$ cat config.mk
export PLATFORM = sky130hd
export DESIGN_NAME = hs_ram_arbiter
export DESIGN_NICKNAME = d
export VERILOG_FILES = /design/src/rtl/hs_pkg.sv /design/src/rtl/hs_ram_arbiter.sv
export SDC_FILE = /design/constraint.sdc
export NUM_CORES = 1
export LEC_CHECK = 0
export BUFFER_PORTS_ARGS = -buffer_cell sky130_fd_sc_hd__buf_2
export CORE_ASPECT_RATIO = 0.9
export CORE_MARGIN = 2
export CORE_UTILIZATION = 40
export CTS_CLUSTER_DIAMETER = 30
export DETAILED_ROUTE_END_ITERATION = 8
export PLACE_DENSITY_LB_ADDON = 0.1
export SYNTH_ARGS = -nofsm -noshare
export SYNTH_HDL_FRONTEND = slang
export SYNTH_SLANG_ARGS = --single-unit
$ cat constraint.sdc
create_clock -name clk_sys -period 3 [get_ports clk_sys]
set_input_delay 0.3 -clock clk_sys [delete_from_list [all_inputs] [get_ports clk_sys]]
set_output_delay 0.3 -clock clk_sys [all_outputs]
set_load 0.01 [all_outputs]
$ cat src/rtl/hs_pkg.sv
// Shared definitions for the hiscore RAM arbiter.
//   hs_state_t : arbiter FSM states (idle, pause requested, granted, settling)
//   SETTLE_W   : width of the release (settle) down-counter
package hs_pkg;

   localparam int unsigned SETTLE_W = 4;

   typedef enum logic [1:0] {
      ST_IDLE   = 2'd0,
      ST_REQ    = 2'd1,
      ST_GRANT  = 2'd2,
      ST_SETTLE = 2'd3
   } hs_state_t;

endpackage

$ cat src/rtl/hs_ram_arbiter.sv
// Hiscore RAM arbiter: pauses the CPU, hands the shared RAM port to the
// hiscore engine, and returns it to the CPU after a short settle window.
// Ports:
//   clk_sys, reset                  clock, synchronous active-high reset
//   cpu_addr/cpu_din/cpu_we         CPU side of the RAM port
//   pause_ack / pause_req           handshake with the CPU pause system
//   hs_address/hs_data_in/hs_write  hiscore access (used only while granted)
//   hs_access_read/hs_access_write  hiscore intent to use the RAM
//   hs_data_out                     hiscore read data (captured while granted)
//   hs_grant                        hiscore currently owns the RAM
//   ram_addr/ram_din/ram_we         muxed RAM port
//   ram_dout                        RAM read data (1-cycle synchronous read)
module hs_ram_arbiter
   import hs_pkg::*;
#(
   parameter int unsigned AW     = 16,
   parameter int unsigned DW     = 8,
   parameter int unsigned SETTLE = 2
) (
   input  logic          clk_sys,
   input  logic          reset,
   input  logic [AW-1:0] cpu_addr,
   input  logic [DW-1:0] cpu_din,
   input  logic          cpu_we,
   input  logic          pause_ack,
   output logic          pause_req,
   input  logic [AW-1:0] hs_address,
   input  logic [DW-1:0] hs_data_in,
   input  logic          hs_write,
   input  logic          hs_access_read,
   input  logic          hs_access_write,
   output logic [DW-1:0] hs_data_out,
   output logic          hs_grant,
   output logic [AW-1:0] ram_addr,
   output logic [DW-1:0] ram_din,
   output logic          ram_we,
   input  logic [DW-1:0] ram_dout
);

   hs_state_t             r_state;
   logic [SETTLE_W-1:0]   r_settle_cnt;
   logic                  r_pause_req;
   logic                  r_hs_grant;
   logic [DW-1:0]         r_hs_data;
   logic                  w_intent;

   assign w_intent = hs_access_read | hs_access_write;

   // Ownership FSM; pause_req and hs_grant are registered with the state.
   always_ff @(posedge clk_sys) begin
      if (reset) begin
         r_state      <= ST_IDLE;
         r_settle_cnt <= '0;
         r_pause_req  <= 1'b0;
         r_hs_grant   <= 1'b0;
         r_hs_data    <= '0;
      end else begin
         if (r_hs_grant) begin
            r_hs_data <= ram_dout;
         end
         case (r_state)
            ST_IDLE: begin
               // A CPU write in flight defers the pause request.
               if (w_intent && !cpu_we) begin
                  r_state     <= ST_REQ;
                  r_pause_req <= 1'b1;
               end
            end
            ST_REQ: begin
               if (!w_intent) begin
                  r_state     <= ST_IDLE;
                  r_pause_req <= 1'b0;
               end else if (pause_ack) begin
                  r_state    <= ST_GRANT;
                  r_hs_grant <= 1'b1;
               end
            end
            ST_GRANT: begin
               // Losing the acknowledge takes priority: fall back and re-request.
               if (!pause_ack) begin
                  r_state    <= ST_REQ;
                  r_hs_grant <= 1'b0;
               end else if (!w_intent) begin
                  r_state      <= ST_SETTLE;
                  r_hs_grant   <= 1'b0;
                  r_settle_cnt <= SETTLE_W'(SETTLE);
               end
            end
            ST_SETTLE: begin
               // Intent is ignored here; the CPU stays paused for SETTLE cycles.
               if (r_settle_cnt <= SETTLE_W'(1)) begin
                  r_state      <= ST_IDLE;
                  r_pause_req  <= 1'b0;
                  r_settle_cnt <= '0;
               end else begin
                  r_settle_cnt <= r_settle_cnt - SETTLE_W'(1);
               end
            end
            default: begin
               r_state     <= ST_IDLE;
               r_pause_req <= 1'b0;
               r_hs_grant  <= 1'b0;
            end
         endcase
      end
   end

   // RAM port mux; a write is only passed while its owner is legitimately active.
   assign ram_addr = r_hs_grant ? hs_address : cpu_addr;
   assign ram_din  = r_hs_grant ? hs_data_in : cpu_din;
   assign ram_we   = r_hs_grant ? (hs_write & pause_ack) : (cpu_we & ~pause_ack);

   assign pause_req   = r_pause_req;
   assign hs_grant    = r_hs_grant;
   assign hs_data_out = r_hs_data;

endmodule

; ---- Word-level counts from Yosys, hierarchy flattened
; Cells that the tools add are included.
[totals]
out_inout_bits = 35
register_bits = 16
[op_classes]
addsub = 1
n_bitwise = 4
eq_ne = 12
mux = 22
n_reduce_logical = 10
order_cmp = 1
[ops]
columns = op, n
row1 = $mux 16, 1
row2 = $ne 2x2->1 const B, 7
row3 = $mux 2, 6
row4 = $mux 4, 3
row5 = $reduce_and 4->1, 3
row6 = $mux 8, 1
row7 = $pmux 2 s4, 1
row8 = $pmux 4 s2, 1
row9 = $mux 1, 7
row10 = $ne 3x3->1 const B, 2
row11 = $eq 2x2->1 const B, 2
row12 = $le 4x1->1 const B, 1
row13 = $reduce_bool 2->1, 2
row14 = $sub 4x1->4 const B, 1
row15 = $pmux 1 s3, 1
row16 = $reduce_and 3->1, 1
row17 = $reduce_bool 3->1, 1
row18 = $and 1x1->1, 2
row19 = $eq 2x1->1 const B, 1
row20 = $logic_not 2->1, 1
row21 = $pmux 1 s2, 1
row22 = $logic_and 1x1->1, 1
row23 = $logic_not 1->1, 1
row24 = $not 1->1, 1
row25 = $or 1x1->1, 1

; ---- Longest topological paths before layout
[depth]
ltp_word = 4
mapped_depth = 6

; ---- Worst setup path after synthesis
; OpenSTA, ideal clock, no wires.
[synth_timing]
path_kind = register -> output
start = register r_hs_grant (netlist: hs_grant)
end = output ram_addr[0]
t_arrival_ns = 1.151
path_buffers = 2
required_time_ns = 2.700
path_slack_ns = 1.549
stages_incl_launch_ff = 4
path_cell_list = dfxtp_1 buf_2 buf_2 mux2_2
[synth_via]
elab_chain_len = 1
[synth_lines]
columns = element, line
row1 = start: declaration, hs_ram_arbiter.sv:43  ; logic r_hs_grant;
row2 = start signal: assignment, hs_ram_arbiter.sv:55  ; r_hs_grant <= 1'b0;
row3 = start signal: assignment, hs_ram_arbiter.sv:75  ; r_hs_grant <= 1'b1;
row4 = start signal: assignment, hs_ram_arbiter.sv:82  ; r_hs_grant <= 1'b0;
row5 = $mux 16, hs_ram_arbiter.sv:109  ; assign ram_addr = r_hs_grant ? hs_address : cpu_addr;
row6 = end: declaration, hs_ram_arbiter.sv:34  ; output logic [AW-1:0] ram_addr,
; Every way passes these cells.

; ---- Worst setup path in the final report
[layout_timing]
start = register r_hs_grant (netlist: hs_grant)
end = output ram_addr[15]
; The elaborated chain is that of the path after synthesis.

==> results by group <==
Run status
  – Status: finished clean

GRT
  – First-pass GRT wire length: 4.271 mm
  – Vias in the first global route: 1033
  – GRT Total Usage: 18.08%
  – Largest net degree at the start of global routing: 38
  – Initial antenna violation count: 0
  – Total grt overflow: 0

Setup path
  – Worst EP required: 2.70 ns
  – CP Max Fanout: 37
  – CP endpoint kind: output port
  – RR Startpoint: r_settle_cnt[0]$_SDFFE_PP0P_
  – Worst R2R Path Depth: 6
  – Crit path launch type: flip-flop
  – Beginning of the critical path: hs_grant$_SDFFE_PP0P_
  – Data arrival time of the critical path: 1.54 ns
  – Critical path class: reg -> out

Clock network
  – CTS Hold Bufs: 0
  – CTS tree: yes
  – Root buffer cell: clkbuf_4
  – H-tree depth: 1
  – Sink Count: 16
  – Post-CTS Setup Bufs: 0
  – Clk buf depth: 2
  – Post_cts resized: 0
  – Worst-path clk slew: 0.10 ns
  – Worst-Skew Late Latency: 0.29 ns
  – CTS Buf Count: 3

Layout
  – Design area: 0.001594 sq mm
  – Most frequent cells in the layout: buf_2 (97), mux2_2 (24), dfxtp_1 (16)
  – Ant. Diodes: 0
  – Filler cells: 219
  – Number of nets in the layout: 276
  – Area grow syn2layout: 49.88%
  – Share of cells above drive strength 1: 61.90%
  – Commonest non-fill, non-tap cell in the layout: buf_2

Timing
  – Clock Skew: 0.008488 ns
  – Final setup violation count: 0
  – Max Freq: 0.5443 GHz
  – Post-layout min period: 1.837 ns
  – Setup TNS: 0 ns
  – Final Max Slew Viols: 0
  – Period utilisation layout: 61.24%
  – Final hold vios: 0
  – Max_slew headroom: 69.07%
  – Slew at the pin closest to its max-slew limit: 0.4633 ns
  – RSZ-0062 raised after global routing: false

Placed design
  – Port buffer count: 97
  – DP HPWL: 2.308 mm
  – Gpl congestion: 0.7538
  – Area after DPL: 0.001558 sq mm

Yosys
  – Synthesized area: 0.001064 sq mm
  – Syn Area/Cell: 9.248 sq um
  – Register area share after synthesis: 30.12%
  – Mapped Cells: 115
  – Syn_nets: 180
  – Synth cell types: 30
  – Post-synthesis register bit count: 16
  – Yosys warning count: 0

Floorplanning
  – Die X: 58.35 um
  – Die footprint: 0.003088 sq mm
  – Core area: 0.002489 sq mm
  – Initial core utilization: 42.74%
  – Die height: 52.92 um
  – Row cnt: 17
  – # IOs: 98

Worst hold path
  – HP Start: ram_dout[4]
  – Worst Hold Depth: 3
  – Worst Hold Class: in -> reg

Detailed routing
  – DRT Wirelength: 2.909 mm
  – 1st-pass router iterations: 4
  – DRC Markers: 0
  – Via density: 5.118
  – DR vias: 1218
  – Initial DRC Count: 57
  – Post-route ant nets: 0
  – DR WL/cell: 12.22 um

Job
  – Maxcap violations: 0

Power
  – Leak: 0.7936 nW
  – PD cells: 434.1 mW/mm^2
  – Worst-case vdd ir drop: 301.3 uV
-- metrics by stage --
stage	hold slack, ns	std cells	utilization [%]	setup WS (ns)	power (mW)
finish	0.2383	238	64.05	1.163	0.6920
CTS	0.2319	238	64.05	1.134	0.6988
floorplan	0.3691	115	-	1.549	0.4479
global route	0.2469	238	64.05	1.050	0.7381
global placement	0.4696	234	62.59	1.500	0.5432
detailed placement	0.4818	234	62.59	1.473	0.5510
-- synthesized netlist by cell type --
library cell	count	area share, %
o22ai_2	1	1.2
o211a_1	1	0.94
nor4_1	1	0.59
o21ai_1	4	1.9
o21ba_1	1	0.94
nand4_1	1	0.59
o311ai_1	1	0.82
o21ai_0	3	1.4
nand2_1	5	1.8
ha_1	2	2.4
nand3_1	1	0.47
a311oi_1	1	0.82
nor3b_1	2	1.4
and3_1	1	0.59
nor3b_2	1	1.2
inv_1	3	1.1
and3b_4	1	1.2
nor2_1	15	5.3
o311a_1	1	0.94
mux2_2	24	25
nand4b_1	1	0.82
o21ai_2	1	0.82
a211oi_1	1	0.71
dfxtp_1	16	30
o31a_1	1	0.82
nor3_1	2	0.94
buf_2	6	2.8
clkbuf_1	1	0.35
a21oi_1	7	3.3
mux2i_1	9	8.5
-- logic make-up after synthesis --
logic type	Yosys count	share of synthesized area, %
buf+inv	10	4.235
simple gates	31	14.82
flops	16	30.12
compound gates	23	14.59
mux	33	33.88
fa+ha+maj	2	2.353
-- registers in the layout (all words and copies together), names as in the netlist --
signal	flops
r_state	2
pause_req	1
hs_data_out	8
r_settle_cnt	4
hs_grant	1
-- critical path, stage by stage (launching register included) --
cell and delay (ns):
dfxtp_1 0.32, buf_4 0.40, mux2_2 0.39, buf_2 0.14
-- metal layers --
metal	GRT usage (%)	share of wire [%]	routed length, um
met1	20.00	39	1121
met2	33.15	51	1486
met3	6.112	9.8	284
met4	4.264	0.58	17
met5	0	0	0
-- power breakdown --
group	internal, mW	leakage (nW)	total (mW)	switching (mW)
Clock	0.0739	0.0210	0.146	0.0720
Combinational	0.151	0.643	0.279	0.129
Sequential	0.234	0.130	0.267	0.0322
Total	0.459	0.794	0.692	0.233
-- worst paths after layout --
| path | slack [ns] | to |
|---|---|---|
| setup / recovery | 1.16 | ram_addr[15] |
| hold / removal | 0.24 | hs_data_out[4]$_SDFFE_PP0P_ |
| setup reg to reg | 1.55 | r_settle_cnt[1]$_SDFFE_PP0P_ |
| hold reg to reg | 0.50 | hs_data_out[4]$_SDFFE_PP0P_ |
-- final cells by class --
class | instances | area [sq um] | area share, %
multi-input combinational | 89 | 698.2 | 43.80
tap | 28 | 35.03 | 2.198
inverter | 3 | 11.26 | 0.7064
clock buffer | 4 | 36.28 | 2.276
timing repair buffer | 98 | 493.0 | 30.93
sequential | 16 | 320.3 | 20.09
No activity file was read; power rests on OpenSTA's default activity.
